File: config.mk
export PLATFORM = sky130hd
export DESIGN_NAME = sga_render_controller
export DESIGN_NICKNAME = d
export VERILOG_FILES = /design/src/rtl/sga_render_controller.sv
export SDC_FILE = /design/constraint.sdc
export NUM_CORES = 1
export LEC_CHECK = 0
export BUFFER_PORTS_ARGS = -buffer_cell sky130_fd_sc_hd__buf_2
export CAP_MARGIN = 0
export CORE_ASPECT_RATIO = 0.7
export CORE_MARGIN = 1
export CORE_UTILIZATION = 23
export DETAILED_ROUTE_END_ITERATION = 10
export HOLD_SLACK_MARGIN = 0.05
export SKIP_LAST_GASP = 1
export SYNTH_ARGS = -nofsm -noshare
export SYNTH_HDL_FRONTEND = slang
export SYNTH_SLANG_ARGS = --single-unit
File: constraint.sdc
create_clock -name clock -period 1.9 [get_ports clock]
set_clock_uncertainty 0.2 [all_clocks]
set_input_delay 0.285 -clock clock [delete_from_list [all_inputs] [get_ports clock]]
set_output_delay 0.285 -clock clock [all_outputs]
set_load 0.05 [all_outputs]
File: src/rtl/sga_render_controller.sv
// Render sequencer for the Snake Game Arcade playfield: clears the frame buffer,
// draws head and body from the body RAM, then draws the apple, once per start.
module sga_render_controller #(
  parameter int COORD_BITS = 3,
  parameter int IDX_BITS   = 4,
  parameter int MAX_SIZE   = 16
) (
  input  logic                    clock,
  input  logic                    restart,
  input  logic                    start,
  input  logic [IDX_BITS-1:0]     size,
  input  logic [COORD_BITS-1:0]   apple_x,
  input  logic [COORD_BITS-1:0]   apple_y,
  output logic [IDX_BITS-1:0]     seg_addr,
  input  logic [2*COORD_BITS-1:0] seg_data,
  output logic                    fb_we,
  output logic [2*COORD_BITS-1:0] fb_addr,
  output logic [1:0]              fb_data,
  output logic                    busy,
  output logic                    done,
  output logic [3:0]              db_state
);

  localparam int ADDR_BITS = 2 * COORD_BITS;
  localparam logic [ADDR_BITS-1:0] LAST_CELL  = '1;
  localparam logic [IDX_BITS:0]    MAX_SIZE_C = (IDX_BITS + 1)'(MAX_SIZE);

  typedef enum logic [3:0] {
    IDLE    = 4'd0,
    CLEAR   = 4'd1,
    BODY_RD = 4'd2,
    BODY_WR = 4'd3,
    APPLE   = 4'd4,
    DONE    = 4'd5
  } state_t;

  state_t                state_q, state_d;
  logic [ADDR_BITS-1:0]  cell_q, cell_d;
  logic [IDX_BITS-1:0]   seg_q, seg_d;
  // One bit wider than the size port so MAX_SIZE = 2^IDX_BITS is representable
  logic [IDX_BITS:0]     size_q, size_d;
  logic [COORD_BITS-1:0] apple_x_q, apple_x_d;
  logic [COORD_BITS-1:0] apple_y_q, apple_y_d;
  logic [IDX_BITS:0]     size_ext;

  always_ff @(posedge clock) begin
    if (restart) begin
      state_q   <= IDLE;
      cell_q    <= '0;
      seg_q     <= '0;
      size_q    <= '0;
      apple_x_q <= '0;
      apple_y_q <= '0;
    end else begin
      state_q   <= state_d;
      cell_q    <= cell_d;
      seg_q     <= seg_d;
      size_q    <= size_d;
      apple_x_q <= apple_x_d;
      apple_y_q <= apple_y_d;
    end
  end

  always_comb begin
    state_d   = state_q;
    cell_d    = cell_q;
    seg_d     = seg_q;
    size_d    = size_q;
    apple_x_d = apple_x_q;
    apple_y_d = apple_y_q;
    size_ext  = {1'b0, size};
    case (state_q)
      IDLE: begin
        if (start) begin
          size_d    = (size_ext > MAX_SIZE_C) ? MAX_SIZE_C : size_ext;
          apple_x_d = apple_x;
          apple_y_d = apple_y;
          cell_d    = '0;
          seg_d     = '0;
          state_d   = CLEAR;
        end
      end
      CLEAR: begin
        cell_d = cell_q + 1'b1;
        if (cell_q == LAST_CELL) begin
          state_d = (size_q != '0) ? BODY_RD : APPLE;
        end
      end
      BODY_RD: state_d = BODY_WR;
      BODY_WR: begin
        seg_d   = seg_q + 1'b1;
        state_d = ({1'b0, seg_q} == size_q - 1'b1) ? APPLE : BODY_RD;
      end
      APPLE:   state_d = DONE;
      DONE:    state_d = IDLE;
      default: state_d = IDLE;
    endcase
  end

  // Moore outputs decoded from the state register and counters only
  always_comb begin
    seg_addr = '0;
    fb_we    = 1'b0;
    fb_addr  = '0;
    fb_data  = 2'b00;
    done     = 1'b0;
    busy     = (state_q != IDLE);
    db_state = state_q;
    case (state_q)
      CLEAR: begin
        fb_we   = 1'b1;
        fb_addr = cell_q;
      end
      BODY_RD: seg_addr = seg_q;
      BODY_WR: begin
        seg_addr = seg_q;
        fb_we    = 1'b1;
        fb_addr  = seg_data;
        fb_data  = (seg_q == '0) ? 2'b10 : 2'b01;
      end
      APPLE: begin
        fb_we   = 1'b1;
        fb_addr = {apple_y_q, apple_x_q};
        fb_data = 2'b11;
      end
      DONE:    done = 1'b1;
      default: ;
    endcase
  end

endmodule

==> impl_metrics.tcl <==
set metrics [dict create \
    ant_nets 0 \
    grt_max_degree 22 \
    violations "setup timing" \
    pwr-share-clk 0.238 \
    reg2reg_from "db_state[2]" \
    criticalPathCategory "flop to output port" \
    first_pass_iters 4 \
    drtIter0Drc 88 \
    synth_edf_count 0 \
    yosysUniqueCellTypes 43 \
    slowest_stage "dfxtp_4" \
    final-setup-viol-count 2 \
    synth-xor-area-share 0.0548 \
    gp_congestion 0.769 \
    nNetsFinal 265 \
    synth_seq_cells 23 \
    clkSinkCount 23 \
    vdd_drop_max_uv 252 \
    dpl_cell_area_um2 1850 \
    numCtsBuffers 3 \
    fp.dieH_um 67.7 \
    path_cells "buf_6, mux2i_2, o21ai_4, buf_4" \
    synth_top_family_by_area "simple AND/OR/NAND/NOR gates" \
    synth-compound-area-share 0.169 \
    status "complete, but fails checks" \
    antenna_found_initial 0 \
    hold_viol 0 \
    vias 1489 \
    hold_slack_ns 0.0602 \
    end_kind "output port" \
    areaGrowthSynthToFinish_pct 61.0 \
    cp-start-kind "flop" \
    clk_pin_slew_ns 0.09 \
    setup_tns_ns -0.0318 \
    ys_async_sr_fraction 0 \
    groute.usage.overall 0.133 \
    synthFlopType "dfxtp_1" \
    seq_area_frac_synth 0.325 \
    min_to "apple_y_q[0]" \
    synth.area.top_cells "dfxtp_1, nand2_1, a21oi_1, ha_1, mux2i_1" \
    slew_viol_final 0 \
    power.leakage_nw 0.941 \
    whs_path_depth 3 \
    drc 0 \
    row_count 23 \
    grt_first_pass_wirelength_mm 6.50 \
    cts_tree "yes" \
    period_share 1.01 \
    holdCritStartpoint "apple_y[0]" \
    crit_path_max_incr_delay_ns 0.39 \
    yosys_warnings 0 \
    intPower_w 0.000870 \
    design.die.area_um2 6480 \
    n_antenna_cell 0 \
    crit_arrival_ns 1.43 \
    reg2reg_to "seg_q[1]" \
    p_sw_w 0.000455 \
    globalRoute.totalOverflow 0 \
    swShare 0.344 \
    postSynthAreaPerCell_um2 7.83 \
    synthMuxAreaShare 0.0424 \
    core-area_um2 5840 \
    syn_inst 181 \
    yosys.area.top_type_share 0.325 \
    syn_area_um2 1420 \
    critical_path_required_ns 1.41 \
    ff2ff_setup_slack_ns 0.08 \
    max_freq_mhz 522 \
    start_util 0.242 \
    numPortBuffers 36 \
    routed_wl_mm 4.27 \
    fin_area_um2 2280 \
    p_seq_frac 0.403 \
    min_path_type "primary input to flop" \
    clockBufferDepth 2 \
    dp_hpwl_mm 2.92 \
    worstPathMaxFanout 9 \
    cts_max_level 1 \
    post-route-min-period_ns 1.92 \
    io_pins 38 \
    max_cap_viol_count 0 \
    wl_per_cell_um 13.6 \
    power_w 0.00132 \
    pre_cts_slack_ns 0.0620 \
    via_per_inst 4.73 \
    insertion_delay_ns 0.27 \
    setup_ws_ns -0.0162 \
    cellPowerDensity_nw_per_um2 581 \
    grt_pass1_vias 1328 \
    yosys.area.top_type "dfxtp_1" \
    synthesis.nets 205 \
    rsz0062_at_grt "yes" \
    synth_fa_ha_area_frac 0.0442 \
    final_layout_size_suffix_gt1_frac 0.438 \
    yosys.area_share.simple 0.299 \
    comb_power_share 0.360 \
    r2r.worst_path.cells 5 \
    die_width_um 95.8 \
    root_buffer "clkbuf_8" \
]
-- metrics by stage --
step	util	instances
3_3_place_gp	0.317	295
3_5_place_dp	0.317	295
5_1_grt	0.390	315
4_1_cts	0.352	305
6_report	0.390	315
2_1_floorplan	-	181
-- what timing repair did --
item	CTS	global route
gates resized for setup	35	24
pin swaps	1	10
gates cloned	0	2
hold endpoints to repair	4	0
setup buffers	2	8
hold buffers	4	0
setup endpoints to repair	13	14
-- flip-flops by register name, indices dropped and copies added, names as in the netlist --
signal     cells
cell_q         6
seg_q          4
size_q         4
apple_x_q      3
apple_y_q      3
db_state       3
-- power groups by stage --
stage / Combinational [W] / Sequential, W / Clock, W
6_report: 0.000476 / 0.000534 / 0.000315
5_1_grt: 0.000513 / 0.000537 / 0.000356
4_1_cts: 0.000411 / 0.000531 / 0.000326
3_5_place_dp: 0.000382 / 0.000543 / 0
3_3_place_gp: 0.000377 / 0.000542 / 0
2_1_floorplan: 0.000249 / 0.000553 / 0
-- logic make-up after synthesis --
family          count (synthesis)
other cells                     1
simple gates                   78
compound gates                 41
mux                             6
flops                          23
buf+inv                        19
xor+xnor                        8
fa+ha+maj                       5
-- cell usage after synthesis (3+ instances only) --
cell type  instances
ha_1               5
nor3_1             6
mux2i_1            6
nor3b_1            3
and2_1             5
nand2b_1           3
nand2_1           35
nor2_1             3
dfxtp_1           23
buf_2              5
xnor2_1            3
inv_1              6
clkbuf_1           5
nand3_1            5
xor2_1             4
o21ai_0           11
buf_4              3
a21oi_1           19
-- worst max-delay path: cells and delay by family (launching register included) --
family / cells / cell delay, ns
buffers and inverters: 2 / 0.40
DFF: 1 / 0.39
muxes: 1 / 0.30
AOI/OAI and AO/OA: 1 / 0.08
-- area by class of cell --
cell class	count	area (um2)
Clock buffer	3	41.3
Sequential cell	23	474
Timing Repair Buffer	68	587
Fill cell	590	3560
Tap cell	75	93.8
Multi-Input combinational cell	139	1060
Clock inverter	1	5.00
Inverter	6	22.5
-- layout by cell type, fill, tap and decap left out, types with 3 or more instances in the layout --
master | synthesis | layout
dfxtp_4 | 0 | 3
clkbuf_8 | 0 | 3
ha_1 | 5 | 4
a21oi_1 | 19 | 19
xnor2_1 | 3 | 3
o21ai_4 | 0 | 7
buf_4 | 3 | 24
buf_2 | 5 | 23
dfxtp_1 | 23 | 18
o21ai_0 | 11 | 4
buf_8 | 0 | 4
nand2_1 | 35 | 34
nand3_1 | 5 | 5
mux2i_4 | 0 | 4
nor3_1 | 6 | 6
dlygate4sd3_1 | 0 | 4
and2_1 | 5 | 4
xor2_1 | 4 | 4
inv_1 | 6 | 4
buf_6 | 0 | 9
-- worst max-delay path by stage --
stage / start / end / slack, ns / depth (start not counted)
2_1_floorplan: db_state[2] / apple_x_q[2] / 0.01 / 5
3_3_place_gp: db_state[0] / fb_addr[1] / 0.12 / 5
3_5_place_dp: db_state[0] / fb_addr[0] / 0.06 / 5
4_1_cts: db_state[1] / fb_data[0] / -0.007 / 5
5_1_grt: seg_q[0] / fb_data[0] / -0.08 / 6
6_report: db_state[1] / fb_addr[1] / -0.02 / 4
-- routing by layer --
| metal | routed length, um | track usage |
|---|---|---|
| met4 | 25 | 0.0280 |
| met5 | 0 | 0 |
| met1 | 2220 | 0.193 |
| met3 | 283 | 0.0405 |
| met2 | 1740 | 0.192 |
Note: power is estimated with default switching activity, not from simulation.
